**src/rtl/count_pkg.sv**
```systemverilog
// Shared types for the count wrap monitor: event codes, FSM states and the
// event record layout used at the default widths.
package count_pkg;

    localparam int CNT_W_DEF = 3;
    localparam int TS_W_DEF  = 16;

    typedef enum logic [1:0] {
        EVT_NONE  = 2'b00,
        EVT_WRAP  = 2'b01,
        EVT_SKIP  = 2'b10,
        EVT_STALL = 2'b11
    } evt_type_e;

    typedef enum logic {
        ST_INIT  = 1'b0,
        ST_TRACK = 1'b1
    } state_e;

    typedef struct packed {
        logic [1:0]              etype;
        logic [CNT_W_DEF-1:0]    count;
        logic [TS_W_DEF-1:0]     tstamp;
    } evt_rec_t;

endpackage

```
**src/rtl/count_wrap_monitor_if.sv**
```systemverilog
// Event drain interface: valid/ready handshake carrying one event record.
interface count_wrap_monitor_if #(
    parameter int CNT_W = 3,
    parameter int TS_W  = 16
);
    logic             evt_valid;
    logic             evt_ready;
    logic [1:0]       evt_type;
    logic [CNT_W-1:0] evt_count;
    logic [TS_W-1:0]  evt_time;

    modport master (
        output evt_valid, evt_type, evt_count, evt_time,
        input  evt_ready
    );

    modport slave (
        input  evt_valid, evt_type, evt_count, evt_time,
        output evt_ready
    );
endinterface

```
**src/rtl/evt_fifo.sv**
```systemverilog
// Synchronous event FIFO with a registered head. The head register holds the
// last presented entry once the FIFO empties, and a push into an empty FIFO
// only becomes visible after the writing edge.
module evt_fifo #(
    parameter int DEPTH = 4,
    parameter int WIDTH = 21
) (
    input  logic             clock,
    input  logic             reset_n,
    input  logic             push,
    input  logic             pop,
    input  logic [WIDTH-1:0] push_data,
    output logic             full,
    output logic             empty,
    output logic [WIDTH-1:0] head
);
    localparam int AW = $clog2(DEPTH);

    logic [AW:0]      wr_ptr_q, wr_ptr_d;
    logic [AW:0]      rd_ptr_q, rd_ptr_d;
    logic [WIDTH-1:0] head_q, head_d;
    logic [WIDTH-1:0] mem_q [DEPTH];
    logic             do_push, do_pop;

    assign empty   = (wr_ptr_q == rd_ptr_q);
    assign full    = (wr_ptr_q[AW] != rd_ptr_q[AW]) &&
                     (wr_ptr_q[AW-1:0] == rd_ptr_q[AW-1:0]);
    assign do_pop  = pop && !empty;
    // A full FIFO still accepts a push when the head leaves on the same edge.
    assign do_push = push && (!full || do_pop);
    assign head    = head_q;

    // Pointer advance and next head selection (fresh write wins over stale storage)
    always_comb begin
        wr_ptr_d = wr_ptr_q + (AW+1)'(do_push);
        rd_ptr_d = rd_ptr_q + (AW+1)'(do_pop);
        head_d   = head_q;
        if (wr_ptr_d != rd_ptr_d) begin
            if (do_push && (wr_ptr_q[AW-1:0] == rd_ptr_d[AW-1:0])) begin
                head_d = push_data;
            end else begin
                head_d = mem_q[rd_ptr_d[AW-1:0]];
            end
        end
    end

    // Storage array, written only on an accepted push
    always_ff @(posedge clock) begin
        if (do_push) begin
            mem_q[wr_ptr_q[AW-1:0]] <= push_data;
        end
    end

    // Pointer and head registers
    always_ff @(posedge clock or negedge reset_n) begin
        if (!reset_n) begin
            wr_ptr_q <= '0;
            rd_ptr_q <= '0;
            head_q   <= '0;
        end else begin
            wr_ptr_q <= wr_ptr_d;
            rd_ptr_q <= rd_ptr_d;
            head_q   <= head_d;
        end
    end

endmodule

```
**src/rtl/count_wrap_monitor.sv**
```systemverilog
// Count wrap monitor: tracks an upstream mod-(CNT_MAX+1) counter, classifies
// each sample as WRAP / SKIP / STALL, timestamps events into a FIFO and keeps
// overflow and wrap statistics.
module count_wrap_monitor
    import count_pkg::*;
#(
    parameter int CNT_W   = 3,
    parameter int CNT_MAX = 7,
    parameter int TS_W    = 16,
    parameter int DEPTH   = 4
) (
    input  logic                    clock,
    input  logic                    reset_n,
    input  logic                    cnt_valid,
    input  logic [CNT_W-1:0]        cnt_value,
    input  logic                    clear_stats,
    count_wrap_monitor_if.master    evt,
    output logic                    overflow,
    output logic [15:0]             wrap_total
);
    localparam logic [CNT_W-1:0] MAX_V = CNT_W'(CNT_MAX);
    localparam int               REC_W = 2 + CNT_W + TS_W;

    function automatic logic [15:0] sat_inc16(input logic [15:0] v);
        return (v == 16'hFFFF) ? v : v + 16'd1;
    endfunction

    state_e             state_q, state_d;
    logic [CNT_W-1:0]   prev_q, prev_d;
    logic [TS_W-1:0]    ts_q, ts_d;
    logic               overflow_q, overflow_d;
    logic [15:0]        wrap_total_q, wrap_total_d;

    evt_type_e          evt_kind;
    logic [CNT_W-1:0]   exp_cnt;
    logic               push, pop, full, empty;
    logic [REC_W-1:0]   push_rec, head_rec;

    // Classify the current sample against the previous one
    always_comb begin
        exp_cnt  = (prev_q == MAX_V) ? '0 : prev_q + CNT_W'(1);
        evt_kind = EVT_NONE;
        if ((cnt_value == '0) && (prev_q == MAX_V)) begin
            evt_kind = EVT_WRAP;
        end else if (cnt_value == prev_q) begin
            evt_kind = EVT_STALL;
        end else if (cnt_value != exp_cnt) begin
            evt_kind = EVT_SKIP;
        end
    end

    // FSM next state: first sample only seeds prev; later samples may push events
    always_comb begin
        state_d = state_q;
        prev_d  = prev_q;
        push    = 1'b0;
        if (cnt_valid) begin
            prev_d = cnt_value;
            if (state_q == ST_INIT) begin
                state_d = ST_TRACK;
            end else begin
                push = (evt_kind != EVT_NONE);
            end
        end
    end

    assign push_rec = {evt_kind, cnt_value, ts_q};
    assign pop      = evt.evt_ready && !empty;

    // Statistics and free-running time base; clear_stats overrides same-cycle updates
    always_comb begin
        ts_d         = ts_q + TS_W'(1);
        overflow_d   = overflow_q;
        wrap_total_d = wrap_total_q;
        if (push && full && !pop) begin
            overflow_d = 1'b1;
        end
        if (push && (evt_kind == EVT_WRAP)) begin
            wrap_total_d = sat_inc16(wrap_total_q);
        end
        if (clear_stats) begin
            overflow_d   = 1'b0;
            wrap_total_d = '0;
        end
    end

    // State, time base and statistics registers
    always_ff @(posedge clock or negedge reset_n) begin
        if (!reset_n) begin
            state_q      <= ST_INIT;
            prev_q       <= '0;
            ts_q         <= '0;
            overflow_q   <= 1'b0;
            wrap_total_q <= '0;
        end else begin
            state_q      <= state_d;
            prev_q       <= prev_d;
            ts_q         <= ts_d;
            overflow_q   <= overflow_d;
            wrap_total_q <= wrap_total_d;
        end
    end

    evt_fifo #(
        .DEPTH (DEPTH),
        .WIDTH (REC_W)
    ) u_fifo (
        .clock     (clock),
        .reset_n   (reset_n),
        .push      (push),
        .pop       (pop),
        .push_data (push_rec),
        .full      (full),
        .empty     (empty),
        .head      (head_rec)
    );

    assign evt.evt_valid = !empty;
    assign {evt.evt_type, evt.evt_count, evt.evt_time} = head_rec;
    assign overflow      = overflow_q;
    assign wrap_total    = wrap_total_q;

endmodule

```
**src/flat_wrapper.sv**
```systemverilog
// flat-port wrapper written by rule: the top's interface ports become plain ports
module count_wrap_monitor_flat import count_pkg::*;
#(
    parameter int CNT_W   = 3,
    parameter int CNT_MAX = 7,
    parameter int TS_W    = 16,
    parameter int DEPTH   = 4
)
  (clock, reset_n, cnt_valid, cnt_value, clear_stats, overflow, wrap_total, evt_evt_valid, evt_evt_type, evt_evt_count, evt_evt_time, evt_evt_ready);
  count_wrap_monitor_if #(.CNT_W(CNT_W), .TS_W(TS_W)) evt_i ();
  input  logic clock;
  input  logic reset_n;
  input  logic cnt_valid;
  input  logic [CNT_W-1:0] cnt_value;
  input  logic clear_stats;
  output logic overflow;
  output logic [15:0] wrap_total;
  output wire logic [$bits(evt_i.evt_valid)-1:0] evt_evt_valid;
  output wire logic [$bits(evt_i.evt_type)-1:0] evt_evt_type;
  output wire logic [$bits(evt_i.evt_count)-1:0] evt_evt_count;
  output wire logic [$bits(evt_i.evt_time)-1:0] evt_evt_time;
  input wire logic [$bits(evt_i.evt_ready)-1:0] evt_evt_ready;
  assign evt_evt_valid = evt_i.evt_valid;
  assign evt_evt_type = evt_i.evt_type;
  assign evt_evt_count = evt_i.evt_count;
  assign evt_evt_time = evt_i.evt_time;
  assign evt_i.evt_ready = evt_evt_ready;
  count_wrap_monitor #(.CNT_W(CNT_W), .CNT_MAX(CNT_MAX), .TS_W(TS_W), .DEPTH(DEPTH)) u_core (.clock(clock), .reset_n(reset_n), .cnt_valid(cnt_valid), .cnt_value(cnt_value), .clear_stats(clear_stats), .evt(evt_i), .overflow(overflow), .wrap_total(wrap_total));
endmodule
```
**config.mk**
```make
export PLATFORM = sky130hd
export DESIGN_NAME = count_wrap_monitor_flat
export DESIGN_NICKNAME = d
export VERILOG_FILES = /design/src/rtl/count_pkg.sv /design/src/rtl/count_wrap_monitor_if.sv /design/src/rtl/evt_fifo.sv /design/src/rtl/count_wrap_monitor.sv /design/src/flat_wrapper.sv
export SDC_FILE = /design/constraint.sdc
export NUM_CORES = 1
export LEC_CHECK = 0
export BUFFER_PORTS_ARGS = -buffer_cell sky130_fd_sc_hd__buf_4
export CORE_MARGIN = 1.5
export CORE_UTILIZATION = 59
export DETAILED_ROUTE_END_ITERATION = 10
export PLACE_DENSITY_LB_ADDON = 0.15
export SYNTH_ARGS = -nofsm -noshare
export SYNTH_HDL_FRONTEND = slang
export SYNTH_SLANG_ARGS = --single-unit
```
**constraint.sdc**
```tcl
create_clock -name clock -period 5.2 [get_ports clock]
set_input_delay 0.26 -clock clock [delete_from_list [all_inputs] [get_ports clock]]
set_output_delay 0.26 -clock clock [all_outputs]
set_load 0.05 [all_outputs]
```
# --- Word level (Yosys, flattened, before mapping) ---
# Memory sizes are Yosys's and may differ from the RTL's. A register that Yosys moved wholly into a read port is not among the register bits.
# Index checks and enable logic that the tools add are counted.
totals:
  reg_bits: 43
  ram_bits: 84
  inputBits: 8
  out_inout_bits: 39
  mem_count: 1
classes:
  n_addsub: 5
  n_eq_ne: 10
  mux: 13
  reduce_logical: 18
mem_list:
  columns: ["name", "words", "width", "read_ports", "rd_clocked_by_memory_dff", "wr", "line", "source"]
  rows:
  - ["u_core.u_fifo.mem_q", 4, 21, 1, 1, 1, "evt_fifo.sv:22", "logic [WIDTH-1:0] mem_q [DEPTH];"]
op_table:
  columns: ["op", "n"]
  rows:
  - ["$mux 16", 3]
  - ["$add 16x1->16 const B", 2]
  - ["$eq 16x16->1 const B", 1]
  - ["$logic_and 1x1->1", 8]
  - ["$add 3x1->3", 2]
  - ["$eq 3x3->1", 2]
  - ["$mux 1", 6]
  - ["$mux 2", 3]
  - ["$ne 3x3->1", 2]
  - ["$reduce_bool 2->1", 3]
  - ["$logic_not 1->1", 4]
  - ["$add 3x1->3 const B", 1]
  - ["$eq 3x3->1 const B", 1]
  - ["$logic_not 3->1", 1]
  - ["$mux 3", 1]
  - ["$eq 2x1->1 const B", 1]
  - ["$eq 2x2->1", 1]
  - ["$ne 2x2->1 const B", 1]
  - ["$reduce_and 2->1", 1]
  - ["$logic_or 1x1->1", 1]
  - ["$ne 1x1->1", 1]

# --- Logic depth before layout (Yosys ltp) ---
# Gate-level depths: netlist of the first run.
depth:
  depth_word: 13
  ltp_mapped: 15

# --- By module ---
# Synthesis of the first run repeated with hierarchy kept, for this count alone.
unflattened:
  hier_cells: 458
  area_unflattened_um2: 6475.0
modules_own_cells:
  columns: ["module", "n_inst", "cells_per_inst", "area_per_inst_um2", "seq_area_each_um2"]
  rows:
  - ["evt_fifo", 1, 265, 4465.5, 3198.1]
  - ["count_wrap_monitor", 1, 193, 2009.4, 925.9]

# --- Worst setup path after synthesis of the first run ---
# OpenSTA, ideal clock, no wires.
synth_path:
  path_type: "register to register"
  start: "reg u_core.prev_q[0]"
  end: "mem u_core.u_fifo.mem_q[2][0], enable pin"
  setup_ns: 0.430
  arrival_time_ns: 3.263
  required_ns: 4.770
  slack_ns: 1.507
  path_stages_with_launch: 8
  path_buffers: 0
  period_less_slack_ns: 3.693
  cell_sequence: "dfrtp_1 ha_1 ha_1 or4b_4 o31ai_1 or2_2 nand2_1 nor3b_1"
synth_lines:
  columns: ["element", "line", "source"]
  rows:
  - ["start, declared", "count_wrap_monitor.sv:29", "logic [CNT_W-1:0] prev_q, prev_d;"]
  - ["start signal, assigned", "count_wrap_monitor.sv:97", "prev_q <= prev_d;"]
  - ["$eq 3x3->1, on equally long branches", "count_wrap_monitor.sv:45, count_wrap_monitor.sv:43", null]
  - ["$mux 2 / $logic_and 1x1->1 (equally long branches)", "count_wrap_monitor.sv:45, count_wrap_monitor.sv:43", null]
  - ["$mux 2 (*)", "count_wrap_monitor.sv:43", "if ((cnt_value == '0) && (prev_q == MAX_V)) begin"]
  - ["via u_core.evt_kind[0]", "count_wrap_monitor.sv:34", "evt_type_e evt_kind;"]
  - ["$reduce_bool 2->1 (*)", "count_wrap_monitor.sv:62", "push = (evt_kind != EVT_NONE);"]
  - ["$mux 1 (*)", "count_wrap_monitor.sv:59", "if (state_q == ST_INIT) begin"]
  - ["$mux 1 (*)", "count_wrap_monitor.sv:57", "if (cnt_valid) begin"]
  - ["$logic_and 1x1->1 (*)", "evt_fifo.sv:30", "assign do_push = push && (!full || do_pop);"]
  - ["$mux 1 (*)", "evt_fifo.sv:49", "if (do_push) begin"]
  - ["$mux 1 (implied by the code) (*)", "evt_fifo.sv:50", "mem_q[wr_ptr_q[AW-1:0]] <= push_data;"]
  - ["end, declared", "evt_fifo.sv:22", null]
# Mark *: on every way through the listed nets, which the timed path passes. The rest lies on a longest branch.

# --- Worst setup path in the final report of the first run ---
layout_path:
  start: "reg u_core.u_fifo.wr_ptr_q[1]"
  end: "reg u_core.u_fifo.head_q[0] (netlist: u_core.u_fifo.head[0]), read port of u_core.u_fifo.mem_q"
layout_lines:
  columns: ["element", "line", "source"]
  rows:
  - ["start, declared", "evt_fifo.sv:19", "logic [AW:0] wr_ptr_q, wr_ptr_d;"]
  - ["start signal, assigned", "evt_fifo.sv:61", "wr_ptr_q <= wr_ptr_d;"]
  - ["$eq 3x3->1 (*)", "evt_fifo.sv:25", "assign empty = (wr_ptr_q == rd_ptr_q);"]
  - ["$logic_not 1->1 (*)", "evt_fifo.sv:28, count_wrap_monitor.sv:68", null]
  - ["$logic_and 1x1->1", "count_wrap_monitor.sv:68", "assign pop = evt.evt_ready && !empty;"]
  - ["$logic_and 1x1->1 (*)", "evt_fifo.sv:28", "assign do_pop = pop && !empty;"]
  - ["$add 3x1->3 (*)", "evt_fifo.sv:36", "rd_ptr_d = rd_ptr_q + (AW+1)'(do_pop);"]
  - ["via u_core.u_fifo.rd_ptr_d[1]", "evt_fifo.sv:20", "logic [AW:0] rd_ptr_q, rd_ptr_d;"]
  - ["$ne 3x3->1", "evt_fifo.sv:38", "if (wr_ptr_d != rd_ptr_d) begin"]
  - ["end, declared", "evt_fifo.sv:21", "logic [WIDTH-1:0] head_q, head_d;"]
# Marked as above.
# A chain may end at the register's enable or synchronous reset.

==> flow_metrics.env, run 1 <==
export IMPL_switchingPower_mw=1.747
export IMPL_port_buffers=46
export IMPL_routed_via_density=5.968
export IMPL_cts_hold_buffers=2
export IMPL_grt_first_pass_wirelength_mm=20.06
export IMPL_rr_startpoint="u_core.u_fifo.wr_ptr_q[1]"
export IMPL_r2r_cells=11
export IMPL_min_delay_start="cnt_value[0]"
export IMPL_grtUsageTotal_pct=24.22
export IMPL_synth_area_leader_cell="edfxtp_1"
export IMPL_maxCapViolations=0
export IMPL_clock_sinks=148
export IMPL_fin_setup_tns_ns=0
export IMPL_regArea_um2=4124
export IMPL_reg2reg_slack_ns=1.40
export IMPL_yosysMostFrequentCell="edfxtp_1"
export IMPL_min_path_type="in2reg"
export IMPL_clkPwrFrac_pct=26.3
export IMPL_numCtsBuffers=17
export IMPL_rsz0062_at_grt="no"
export IMPL_ys_seq_area_share_pct=66.77
export IMPL_cp_max_fo=23
export IMPL_htreeDepth=4
export IMPL_netlist_instances=397
export IMPL_reg2reg_to="u_core.u_fifo.head[0]"
export IMPL_setup_violations=0
export IMPL_clkSlewWorstSetupHoldPaths_ns=0.06
export IMPL_routedWlPerCell_um=20.36
export IMPL_antenna_left=0
export IMPL_syn_nets=413
export IMPL_min_to="u_core.u_fifo.mem_q[3][16]"
export IMPL_row_count=37
export IMPL_tritoncts="yes"
export IMPL_cp_arrival_ns=4.19
export IMPL_status="finished clean"
export IMPL_cp_required_ns=5.59
export IMPL_core_area_um2=10230
export IMPL_root_buffer="clkbuf_8"
export IMPL_drc=0
export IMPL_relSlewSlack_pct=32.99
export IMPL_p_int_mw=3.213
export IMPL_synth_top_area_share_pct=40.84
export IMPL_synth_main_ff_cell="edfxtp_1"
export IMPL_comb_power_share_pct=40.7
export IMPL_finalCritPeriodShare_pct=73.05
export IMPL_clock_path_buffers=2
export IMPL_dr_first_iter_drc_count=227
export IMPL_fill_cells=666
export IMPL_synth_area_leaders="edfxtp_1 (41%), dfrtp_1 (26%), mux4_2 (7.7%)"
export IMPL_fmax_mhz=263.2
export IMPL_p_leak_nw=2.988
export IMPL_finalMaxSlewViolations=0
export IMPL_ys_async_sr_fraction_pct=43.24
export IMPL_whs_path_depth=1
export IMPL_p_per_area_nw_per_um2=674.5
export IMPL_fin_nets=470
export IMPL_die_w_um=105.3
export IMPL_drive_gt1_share_pct=25.05
export IMPL_hold_viol_final=0
export IMPL_die_h_um=105.3
export IMPL_vias=3599
export IMPL_grt_pass1_vias=3652
export IMPL_ir_drop_uv=368.4
export IMPL_syn_avg_cell_area_um2=15.56
export IMPL_antenna_found_initial=0
export IMPL_grt_max_degree=65
export IMPL_start_util_pct=60.36
export IMPL_wl_mm=12.28
export IMPL_seqPwrFrac_pct=33.0
export IMPL_dpl_hpwl_mm=7.439
export IMPL_area_growth_synth_to_final_pct=19.06
export IMPL_clock_latency_ns=0.52
export IMPL_grt_ovfl_total=0
export IMPL_antenna_cells=0
export IMPL_first_pass_iters=4
export IMPL_multi_input_area_um2=1986
export IMPL_fin_crit_ns=3.799
export IMPL_worst_setup_path_type="reg2reg"
export IMPL_crit_path_end_kind="flop"
export IMPL_fin_skew_ns=0.009660
export IMPL_pin_count=47
export IMPL_ys_ff_latch=148
export IMPL_finalWeightedCongestion=0.7734
export IMPL_final_util_pct=71.87
export IMPL_startpoint_type="flop"
export IMPL_netlist_area_um2=6176
export IMPL_sw_frac_of_total_pct=35.23
export IMPL_worstMarginPinSlew_ns=0.9997
export IMPL_cts_resized=0
export IMPL_synth_edf_count=84
export IMPL_yosysUniqueCellTypes=40
export IMPL_synth_common_cells="edfxtp_1 (84), dfrtp_1 (64), and3_1 (30), xnor2_1 (23)"
export IMPL_post_cts_buffers=0
export IMPL_ys_warn_count=0
export IMPL_die_area_um2=11090
power groups by stage:
stage               Combinational (mW)  Sequential, mW  Clock (mW)
floorplan                         1.23            1.91           0
global placement                  1.98            1.65           0
detailed placement                2.02            1.65           0
CTS                               2.04            1.64        1.32
global route                      2.17            1.66        1.37
finish                            2.02            1.64        1.30
cell families (layout without fill, tap and decap cells):
group                      after synthesis  count (layout)  share of synthesized area [%]
muxes                                   25              25                          8.367
adders and majority gates                8               8                          1.621
buffers and inverters                   20              90                          1.317
xor gates and xnor gates                44              44                          6.240
AOI/OAI and AO/OA                       38              38                          5.227
DFF                                    148             148                          66.77
and+or+nand+nor                        114             114                          10.45
final cells by class:
cell class / count / area share, %
Timing Repair Buffer: 56 / 5.785
Clock buffer: 22 / 6.296
Tap cell: 136 / 2.314
Inverter: 2 / 0.1021
Clock inverter: 10 / 2.416
Multi-Input combinational cell: 229 / 27.00
Sequential cell: 148 / 56.08
layout by cell type (no fill, tap or decap), drive strengths merged, types with 3 or more instances in the layout:
cell    count
edfxtp     84
dfrtp      64
buf        54
and3       30
xnor2      23
clkbuf     22
xor2       21
nor2       21
mux4       21
a221o      20
nand2      13
nand3      11
o211ai      8
ha          8
nand4       7
nor3        7
bufinv      5
o21ai       5
clkinv      5
or3         4
and2        4
or2         3
mux2        3
critical path, cell delays in order (launching register included):
cell and delay, ns:
dfrtp_1 0.48, xor2_1 0.23, or3_1 0.45, and2_1 0.19
ha_1 0.18, ha_1 0.30, xor2_1 0.17, nor3_1 0.18
o211a_1 0.60, nor2_1 0.29, buf_4 0.28, a221o_1 0.32
flip-flops by register name, indices dropped and copies added (netlist names):
signal                  count
u_core.ts_q                16
u_core.wrap_total          16
u_core.u_fifo.mem_q        84
u_core.overflow             1
u_core.u_fifo.head         21
u_core.prev_q               3
u_core.state_q              1
u_core.u_fifo.wr_ptr_q      3
u_core.u_fifo.rd_ptr_q      3
worst max-delay path by stage:
| stage | to | slack (ns) | from | depth (start not counted) |
|---|---|---|---|---|
| finish | u_core.u_fifo.head[0] | 1.40 | u_core.u_fifo.wr_ptr_q[1] | 11 |
| global placement | u_core.u_fifo.head[14] | 1.48 | u_core.u_fifo.wr_ptr_q[1] | 11 |
| global route | u_core.u_fifo.head[0] | 1.16 | u_core.prev_q[0] | 15 |
| floorplan | u_core.u_fifo.mem_q[2][0] | 1.51 | u_core.prev_q[0] | 7 |
| detailed placement | u_core.u_fifo.head[15] | 1.43 | u_core.u_fifo.wr_ptr_q[1] | 11 |
| CTS | u_core.u_fifo.head[0] | 1.39 | u_core.u_fifo.wr_ptr_q[1] | 11 |
layer usage:
metal | global-route usage [%] | share of wire, %
met4 | 7.045 | 1.1
met3 | 5.380 | 4.5
met2 | 38.84 | 50
met1 | 33.73 | 45
met5 | 0 | 0
through the flow:
step                      setup slack [ns]  power (mW)  hold slack, ns  instances  instance area (um^2)
after floorplan                      1.507       3.137        -0.03559        397                  6176
after global placement               1.483       3.630          0.4190        569                  6693
after detailed placement             1.429       3.677          0.4305        569                  6693
after CTS                            1.393       4.999        0.005824        603                  7353
after global routing                 1.163       5.194         0.01753        603                  7353
final                                1.401       4.960         0.02438        603                  7353
Note: power is estimated with default switching activity, not from simulation.
==> run 2, diff against run 1 <==
- ABC_AREA: default -> 1
- clock period: 5.2 -> 3.6 ns (I/O delays scaled with it)
==> run 2 against run 1 <==
Compared with the run above: wire length grew 20%; clock power grew 37%; synthesized cell count grew 60%; final cell count grew 41%; largest cell class unchanged; largest power group unchanged; highest routed layer unchanged.
==> flow_metrics.env, run 2 <==
export IMPL_clock_path_buffers=2
export IMPL_cts_resized=0
export IMPL_worstMarginPinSlew_ns=0.8650
export IMPL_drc=0
export IMPL_routedWlPerCell_um=17.27
export IMPL_fmax_mhz=317.8
export IMPL_status="finished clean"
export IMPL_core_area_um2=10890
export IMPL_final_cells=851
export IMPL_worst_setup_path_type="reg2reg"
export IMPL_die_h_um=109.0
export IMPL_tritoncts="yes"
export IMPL_wl_mm=14.70
export IMPL_ir_drop_uv=811.4
export IMPL_hold_viol_final=0
export IMPL_regArea_um2=4124
export IMPL_min_path_type="in2reg"
export IMPL_first_pass_iters=5
export IMPL_synth_top_area_share_pct=38.07
export IMPL_grt_ovfl_total=0
export IMPL_numCtsBuffers=17
export IMPL_largest_reg_flops=84
export IMPL_fin_skew_ns=0.006822
export IMPL_rsz0062_at_grt="no"
export IMPL_fin_nets=714
export IMPL_die_area_um2=11870
export IMPL_cp_arrival_ns=3.56
export IMPL_syn_avg_cell_area_um2=10.42
export IMPL_area_growth_synth_to_final_pct=18.41
export IMPL_finalMaxSlewViolations=0
export IMPL_fin_setup_tns_ns=0
export IMPL_clock_sinks=148
export IMPL_path_common_cell="nand2_1"
export IMPL_yosysUniqueCellTypes=37
export IMPL_htreeDepth=4
export IMPL_grt_first_pass_wirelength_mm=23.58
export IMPL_ys_warn_count=0
export IMPL_synth_common_cells="nand2_1 (204), edfxtp_1 (84), dfrtp_1 (64), inv_1 (48), nand3_1 (43)"
export IMPL_finalCritPeriodShare_pct=87.39
export IMPL_fin_crit_ns=3.146
export IMPL_root_buffer="clkbuf_8"
export IMPL_p_per_area_nw_per_um2=974.6
export IMPL_ys_ff_latch=148
export IMPL_cp_buffers_inverters=4
export IMPL_port_buffers=46
export IMPL_p_leak_nw=3.372
export IMPL_clkSlewWorstSetupHoldPaths_ns=0.06
export IMPL_wl_met3_um=790
export IMPL_placed_cells=812
export IMPL_grt_pass1_vias=4698
export IMPL_cp_cell_sequence="or2_1 > a21oi_2 > nand2_1 > nand2_1 > inv_1 > ha_1 > inv_2 > nor2_1 > nor3_2 > inv_1 > nor2_1 > buf_4 > nand2_1 > nand3_1 > nand2_1"
export IMPL_cp_max_fo=21
export IMPL_synth_area_leader_cell="edfxtp_1"
export IMPL_cp_required_ns=4.02
export IMPL_hold_slack_ns=0.2645
export IMPL_vias=4794
export IMPL_dpl_hpwl_mm=9.219
export IMPL_crit_family="simple AND/OR/NAND/NOR gates"
export IMPL_yosysMostFrequentCell="nand2_1"
export IMPL_final_common_cell="nand2_1"
export IMPL_crit_path_end_kind="flop"
export IMPL_wl_met1_mm=6.426
export IMPL_drive_gt1_share_pct=17.02
export IMPL_antenna_found_initial=0
export IMPL_startpoint_type="flop"
export IMPL_grtUsageTotal_pct=26.95
export IMPL_clock_latency_ns=0.53
export IMPL_finalWeightedCongestion=0.8252
export IMPL_routed_top_layer="met4"
export IMPL_multi_input_area_um2=2206
export IMPL_netlist_area_um2=6625
export IMPL_antenna_cells=0
export IMPL_die_w_um=109.0
export IMPL_routed_via_density=5.633
export IMPL_synth_area_leaders="edfxtp_1 (38%), dfrtp_1 (24%), nand2_1 (12%)"
export IMPL_maxCapViolations=0
export IMPL_wl_met2_mm=7.213
export IMPL_antenna_left=0
export IMPL_max_stage_delay_ns=0.50
export IMPL_final_cell_mix="nand2_1 (204), edfxtp_1 (84), dfrtp_1 (64)"
export IMPL_ys_seq_area_share_pct=62.25
export IMPL_netlist_instances=636
export IMPL_fill_cells=765
export IMPL_grt_max_degree=65
export IMPL_row_count=38
export IMPL_ys_async_sr_fraction_pct=43.24
export IMPL_start_util_pct=60.85
export IMPL_synth_main_ff_cell="edfxtp_1"
export IMPL_slowest_stage="ha_1"
export IMPL_syn_nets=652
export IMPL_setup_violations=0
export IMPL_dr_first_iter_drc_count=348
export IMPL_synth_edf_count=84
export IMPL_pin_count=47
export IMPL_relSlewSlack_pct=42.33
==> run 2: changes by cell type after synthesis, sizes merged, moves of 20 or more <==
cell,before,now
inv,2,52
a221o,20,0
and3,30,0
nand3,11,45
mux4,21,0
nand2,13,205
a32o,0,20
a21oi,2,25
==> run 2: kinds of logic after synthesis <==
logic type	synth area share, %
AND/OR/NAND/NOR	20.76
flip-flops	62.25
buffers and inverters	4.608
AO/OA/AOI/OAI	7.309
XOR/XNOR	3.569
adder cells (fa/ha/maj)	1.511
==> run 2: final timing paths <==
path | start | to | slack (ns) | depth (start not counted)
max | u_core.u_fifo.wr_ptr_q[1] | u_core.u_fifo.head[1] | 0.45 | 15
min | evt_evt_ready | u_core.u_fifo.rd_ptr_q[1] | 0.26 | 5
max reg2reg | u_core.u_fifo.wr_ptr_q[1] | u_core.u_fifo.head[1] | 0.45 | 15
min reg2reg | u_core.state_q | u_core.state_q | 0.47 | 1
max in group asynchronous | reset_n | u_core.ts_q[15] | 2.72 | 2
min in group asynchronous | reset_n | u_core.u_fifo.head[3] | 0.31 | 2
==> run 2: tightest hold or removal path: stages <==
cell     delay (ns)
buf_4          0.08
nand2_1        0.04
inv_1          0.05
ha_1           0.14
ha_1           0.23
==> run 2: what timing repair did <==
item                      in CTS  in global routing
hold buffers                   7                  0
hold endpoints to repair      85                  0
setup buffers                  0                  0
==> run 2: cell type report <==
type	instances	share of cell area (%)
clock inverter	8	1.579
clock buffer	24	6.124
timing repair buffer	66	6.858
multi-input combinational	413	28.12
inverter	52	2.520
tap	140	2.233
sequential	148	52.57
==> run 2: per-layer routing <==
metal	vias to the layer above	track usage, %
li1	2290	-
met1	2326	36.00
met2	152	42.86
met3	26	5.918
met4	0	11.28
met5	-	0
==> run 2: per-stage QoR <==
stage | area (um^2) | util, % | total power [mW] | worst slack, ns
global placement | 7171 | 65.86 | 5.759 | 0.6073
global route | 7845 | 72.05 | 8.129 | 0.2508
finish | 7845 | 72.05 | 7.646 | 0.4538
detailed placement | 7171 | 65.86 | 5.877 | 0.5411
CTS | 7845 | 72.05 | 7.693 | 0.4744
floorplan | 6625 | - | 4.855 | 0.8406
==> run 2: where the power goes <==
group	switching [mW]	internal, mW	total (mW)
logic	2.31	1.18	3.49
registers	0.182	2.19	2.37
clock network	0.652	1.13	1.78
total	3.14	4.50	7.65
